`src/rtl/instruction_fetch_if.sv`:
```
// Instruction fetch bus bundle: instruction memory read port plus the
// valid/ready handshake towards the IF/ID pipeline register.
interface instruction_fetch_if #(
    parameter int INSTR_WIDTH = 14,
    parameter int PC_WIDTH    = 8
) ();

    // Instruction memory side
    logic                   imem_req;
    logic [PC_WIDTH-1:0]    imem_addr;
    logic                   imem_ready;
    logic [INSTR_WIDTH-1:0] imem_data;

    // IF/ID side
    logic                   valid_out;
    logic [INSTR_WIDTH-1:0] instruction_out;
    logic [PC_WIDTH-1:0]    pc_out;
    logic                   out_ready;

    // Fetch unit view
    modport master (
        output imem_req,
        output imem_addr,
        input  imem_ready,
        input  imem_data,
        output valid_out,
        output instruction_out,
        output pc_out,
        input  out_ready
    );

    // Memory / consumer view
    modport slave (
        input  imem_req,
        input  imem_addr,
        output imem_ready,
        output imem_data,
        input  valid_out,
        input  instruction_out,
        input  pc_out,
        output out_ready
    );

endinterface

```
`src/rtl/instruction_fetch.sv`:
```
// Instruction fetch stage: PC generation, single-outstanding instruction
// memory reads, one-entry output buffer and redirect/wrong-path discard.
module instruction_fetch #(
    parameter int          INSTR_WIDTH = 14,
    parameter int          PC_WIDTH    = 8,
    parameter int unsigned RESET_PC    = 0
) (
    input  logic                clk,
    input  logic                rst_n,
    input  logic                fetch_en,
    input  logic                redirect_valid,
    input  logic [PC_WIDTH-1:0] redirect_pc,
    instruction_fetch_if.master bus
);

    typedef enum logic [1:0] {
        IDLE,
        WAIT,
        DISCARD
    } state_t;

    state_t                 state;
    logic [PC_WIDTH-1:0]    pc;
    logic                   req_q;
    logic [PC_WIDTH-1:0]    addr_q;
    logic                   valid_q;
    logic [INSTR_WIDTH-1:0] instr_q;
    logic [PC_WIDTH-1:0]    pc_out_q;

    logic                   transfer;
    logic                   can_issue;

    // A buffered instruction leaves only when no redirect flushes it.
    assign transfer  = valid_q && bus.out_ready && !redirect_valid;
    // Issue only when the buffer is free now or is emptied on this edge.
    assign can_issue = fetch_en && !redirect_valid && (!valid_q || bus.out_ready);

    assign bus.imem_req        = req_q;
    assign bus.imem_addr       = addr_q;
    assign bus.valid_out       = valid_q;
    assign bus.instruction_out = instr_q;
    assign bus.pc_out          = pc_out_q;

    // Fetch FSM with registered memory request and output buffer.
    always_ff @(posedge clk or negedge rst_n) begin
        if (!rst_n) begin
            state    <= IDLE;
            pc       <= PC_WIDTH'(RESET_PC);
            req_q    <= 1'b0;
            addr_q   <= '0;
            valid_q  <= 1'b0;
            instr_q  <= '0;
            pc_out_q <= '0;
        end else begin
            // Buffer drain / flush; a completing fetch below overrides this.
            if (redirect_valid || transfer) begin
                valid_q <= 1'b0;
            end

            case (state)
                IDLE: begin
                    if (redirect_valid) begin
                        pc <= redirect_pc;
                    end else if (can_issue) begin
                        req_q  <= 1'b1;
                        addr_q <= pc;
                        state  <= WAIT;
                    end
                end

                WAIT: begin
                    if (bus.imem_ready) begin
                        req_q <= 1'b0;
                        state <= IDLE;
                        if (redirect_valid) begin
                            pc <= redirect_pc;
                        end else begin
                            instr_q  <= bus.imem_data;
                            pc_out_q <= addr_q;
                            valid_q  <= 1'b1;
                            pc       <= pc + PC_WIDTH'(1);
                        end
                    end else if (redirect_valid) begin
                        // Request must stay up with its address; just retarget pc.
                        pc    <= redirect_pc;
                        state <= DISCARD;
                    end
                end

                DISCARD: begin
                    if (redirect_valid) begin
                        pc <= redirect_pc;
                    end
                    if (bus.imem_ready) begin
                        req_q <= 1'b0;
                        state <= IDLE;
                    end
                end

                default: begin
                    state <= IDLE;
                end
            endcase
        end
    end

endmodule

```
`src/flat_wrapper.sv`:
```
// flat-port wrapper written by rule: the top's interface ports become plain ports
module instruction_fetch_flat 
#(
    parameter int          INSTR_WIDTH = 14,
    parameter int          PC_WIDTH    = 8,
    parameter int unsigned RESET_PC    = 0
)
  (clk, rst_n, fetch_en, redirect_valid, redirect_pc, bus_imem_req, bus_imem_addr, bus_imem_ready, bus_imem_data, bus_valid_out, bus_instruction_out, bus_pc_out, bus_out_ready);
  instruction_fetch_if #(.INSTR_WIDTH(INSTR_WIDTH), .PC_WIDTH(PC_WIDTH)) bus_i ();
  input  logic clk;
  input  logic rst_n;
  input  logic fetch_en;
  input  logic redirect_valid;
  input  logic [PC_WIDTH-1:0] redirect_pc;
  output wire logic [$bits(bus_i.imem_req)-1:0] bus_imem_req;
  output wire logic [$bits(bus_i.imem_addr)-1:0] bus_imem_addr;
  input wire logic [$bits(bus_i.imem_ready)-1:0] bus_imem_ready;
  input wire logic [$bits(bus_i.imem_data)-1:0] bus_imem_data;
  output wire logic [$bits(bus_i.valid_out)-1:0] bus_valid_out;
  output wire logic [$bits(bus_i.instruction_out)-1:0] bus_instruction_out;
  output wire logic [$bits(bus_i.pc_out)-1:0] bus_pc_out;
  input wire logic [$bits(bus_i.out_ready)-1:0] bus_out_ready;
  assign bus_imem_req = bus_i.imem_req;
  assign bus_imem_addr = bus_i.imem_addr;
  assign bus_i.imem_ready = bus_imem_ready;
  assign bus_i.imem_data = bus_imem_data;
  assign bus_valid_out = bus_i.valid_out;
  assign bus_instruction_out = bus_i.instruction_out;
  assign bus_pc_out = bus_i.pc_out;
  assign bus_i.out_ready = bus_out_ready;
  instruction_fetch #(.INSTR_WIDTH(INSTR_WIDTH), .PC_WIDTH(PC_WIDTH), .RESET_PC(RESET_PC)) u_core (.clk(clk), .rst_n(rst_n), .fetch_en(fetch_en), .redirect_valid(redirect_valid), .redirect_pc(redirect_pc), .bus(bus_i));
endmodule
```
`config.mk`:
```
export PLATFORM = sky130hd
export DESIGN_NAME = instruction_fetch_flat
export DESIGN_NICKNAME = d
export VERILOG_FILES = /design/src/rtl/instruction_fetch_if.sv /design/src/rtl/instruction_fetch.sv /design/src/flat_wrapper.sv
export SDC_FILE = /design/constraint.sdc
export NUM_CORES = 1
export LEC_CHECK = 0
export ABC_AREA = 1
export CAP_MARGIN = 30
export CORE_MARGIN = 4
export CORE_UTILIZATION = 42
export CTS_CLUSTER_SIZE = 12
export DETAILED_ROUTE_END_ITERATION = 8
export PLACE_DENSITY = 0.8
export SETUP_SLACK_MARGIN = 0.02
export SYNTH_ARGS = -nofsm -noshare
export SYNTH_HDL_FRONTEND = slang
export SYNTH_SLANG_ARGS = --single-unit
```
`constraint.sdc`:
```
create_clock -name clk -period 1.29 [get_ports clk]
set_clock_uncertainty 0.05 [all_clocks]
set_input_delay 0.1935 -clock clk [delete_from_list [all_inputs] [get_ports clk]]
set_output_delay 0.1935 -clock clk [all_outputs]
set_load 0.02 [all_outputs]
```
==> reports/metrics.yaml <==
routing:
  drt-total-wl_mm: 5.01
  first_pass_iters: 4
  wire_per_inst_um: 13.2
  dr.first_iter.drc_count: 72
  dr.max_layer_used: "met4"
  detail_route.vias_per_cell: 4.68
  vias: 1772
  drt-met1-wl_mm: 2.08
  ant_nets: 0
  drc: 0
  met3_length_um: 279
  wl_met2_mm: 2.58
setup_path:
  arrival_ns: 1.67
  end_kind: "flip-flop"
  max_stage_delay_ns: 0.42
  worstSetupPathType: "flip-flop to flip-flop"
  path_buf_inv: 2
  setup.worst_path.start_class: "flip-flop"
  critical_path.slowest_cell: "dfrtp_1"
  crit_chain: "buf_4 -> ha_4 -> nand3_4 -> clkbuf_16 -> mux2_4"
  crit_family: "flip-flops"
  cp_max_fo: 5
  critical_path_required_ns: 1.43
yosys:
  ys_ff_latch: 42
  syn_inst: 219
  mappedNetlistArea_um2: 2040
  yosys_warnings: 0
  synth_nets: 252
  syn_area_per_cell_um2: 9.32
  ys_types: 21
  synth-seq-area-share_pct: 51.5
cts:
  cts_max_path_buffers: 2
  clock_sinks: 42
  ctsRootBufferMaster: "clkbuf_8"
  cts_buffers: 5
  cts_tree: "built"
  clk_pin_slew_worst_paths_ns: 0.08
  htreeDepth: 2
  clkLatencyLatePin_ns: 0.30
cells_and_area:
  layout_common_cells: "52 x nand2_1, 41 x dfrtp_1, 26 x clkdlybuf4s50_1"
  fillers: 371
  antenna_cells: 0
  syn_to_final_growth_pct: 59.2
  stdcell_area_um2: 3250
  drive_above_1_share_pct: 32.4
  nets: 344
  final_common_cell: "nand2_1"
power_and_ir_drop:
  p_per_area_nw_per_um2: 2230
  p_sw_share_pct: 37.9
  seqPwrFrac_pct: 32.3
  p_clk_share_pct: 17.8
  p_leak_nw: 1.59
  totalPowerFinal_mw: 7.24
  p_comb_share_pct: 49.9
  vdd_drop_max_v: 0.000929
  power_switching_mw: 2.74
  p_int_mw: 4.50
place:
  placed_area_um2: 2900
  port-buffer-count: 59
  dp_hpwl_mm: 3.39
  place.gp.congestion: 0.854
floorplanning:
  ios: 60
  die_h_um: 77.7
  die_w_um: 77.7
  coreArea_um2: 4720
  initial_utilization_pct: 43.2
  std_cell_rows: 25
  dieArea_um2: 6040
sta:
  hold_viol: 0
  slew_headroom_pct: 79.0
  setup_viol: 42
  slew_viol_final: 0
  worst_pin_slew_ns: 0.314
  period_share_pct: 119
  timing.final.crit_period_ns: 1.53
  fin_hold_ws_ns: 0.356
  rsz0062_at_grt: "yes"
  fin_ws_ns: -0.242
  max_clock_freq_ghz: 0.653
status:
  violations: "setup timing"
  status: "complete, but fails checks"
global_route:
  grt_overflow: 0
  grt_pass1_vias: 1755
  grt_usage_pct: 16.9
  grt_pass1_wl_mm: 7.98
  grt_max_degree: 43
  antenna_found_initial: 0
flow_run:
  cap_violations: 0
min_path:
  hp-class: "input port to asynchronous set/reset pin"
## synthesized netlist by cell type
cell type | n | area share (%)
o21bai_1 | 3 | 1.1
o21ai_1 | 1 | 0.25
o21ai_0 | 26 | 6.4
mux2_4 | 13 | 9.6
inv_1 | 25 | 4.6
nand3_1 | 5 | 1.2
buf_6 | 3 | 1.7
nand3_4 | 1 | 0.86
a21oi_1 | 4 | 0.98
buf_4 | 1 | 0.37
mux2_2 | 1 | 0.55
nor2_1 | 16 | 2.9
nor2_4 | 2 | 1.1
or2_2 | 3 | 0.92
o22ai_1 | 1 | 0.31
nand2_1 | 64 | 12
nand2_2 | 1 | 0.31
dfrtp_1 | 42 | 52
inv_4 | 1 | 0.31
ha_1 | 5 | 3.1
clkbuf_2 | 1 | 0.25
## metrics by stage
stage               setup TNS (ns)  worst slack (ns)  instances  utilization, %
global placement            -11.31            -0.351        360            61.4
CTS                          -5.45            -0.212        373            65.7
detailed placement          -12.58            -0.393        360            61.4
floorplan                    -1.55           -0.0846        219               -
global route                 -8.75            -0.294        379            68.8
finish                       -6.24            -0.242        379            68.8
## repair_timing
action	CTS	global route
buffers inserted	4	4
gates resized for setup	60	68
pin swaps	9	8
hold buffers	1	0
setup endpoints to repair	73	72
cloned	0	3
endpoints found under the hold margin	42	0
## logic make-up after synthesis
family,after synthesis,synth area share [%]
fa+ha+maj,5,3.07
buf+inv,31,7.17
simple gates,92,19.1
compound gates,35,9.01
mux,14,10.1
flops,42,51.5
## per-layer routing
metal	global-route usage, %	vias to the layer above
li1	-	872
met1	19.4	846
met2	29.2	48
met3	5.45	6
met4	6.23	0
met5	0	-
## power groups by stage
stage | clock network (mW) | logic (mW) | registers (mW)
3_3_place_gp | 0 | 3.40 | 2.32
3_5_place_dp | 0 | 3.47 | 2.35
5_1_grt | 1.37 | 3.91 | 2.43
6_report | 1.29 | 3.61 | 2.34
2_1_floorplan | 0 | 1.34 | 2.89
4_1_cts | 1.31 | 3.35 | 2.30
## flip-flops by register name (all words and copies together), names as in the netlist
signal                      cells
u_core.bus.instruction_out     14
u_core.bus.imem_req             1
u_core.state                    2
u_core.bus.pc_out               8
u_core.pc                       8
u_core.bus.imem_addr            8
u_core.bus.valid_out            1
## path summary, 6_finish.rpt
check                                      from                        endpoint  slack [ns]  cells after the start
hold reg to reg            u_core.bus.pc_out[0]            u_core.bus.pc_out[0]        0.46                      2
setup / recovery                u_core.state[0]   u_core.bus.instruction_out[6]       -0.24                      5
max in group asynchronous                 rst_n                 u_core.state[1]        0.62                      3
setup reg to reg                u_core.state[0]   u_core.bus.instruction_out[6]       -0.24                      5
min in group clk              bus_imem_data[12]  u_core.bus.instruction_out[12]        0.45                      2
hold / removal                            rst_n   u_core.bus.instruction_out[6]        0.36                      3
## cell type report
type	count	area (um2)	area share [%]
timing repair buffer	90	881	27.1
tap	67	83.8	2.58
clock inverter	2	60.1	1.85
multi-input combinational	146	987	30.4
sequential	42	1050	32.4
inverter	26	103	3.16
clock buffer	6	82.6	2.54
## worst min-delay path, cell delays in order
cell and delay, ns:
dlygate4sd3_1 0.53, buf_2 0.12, buf_12 0.23
Note: power is estimated with default switching activity, not from simulation.
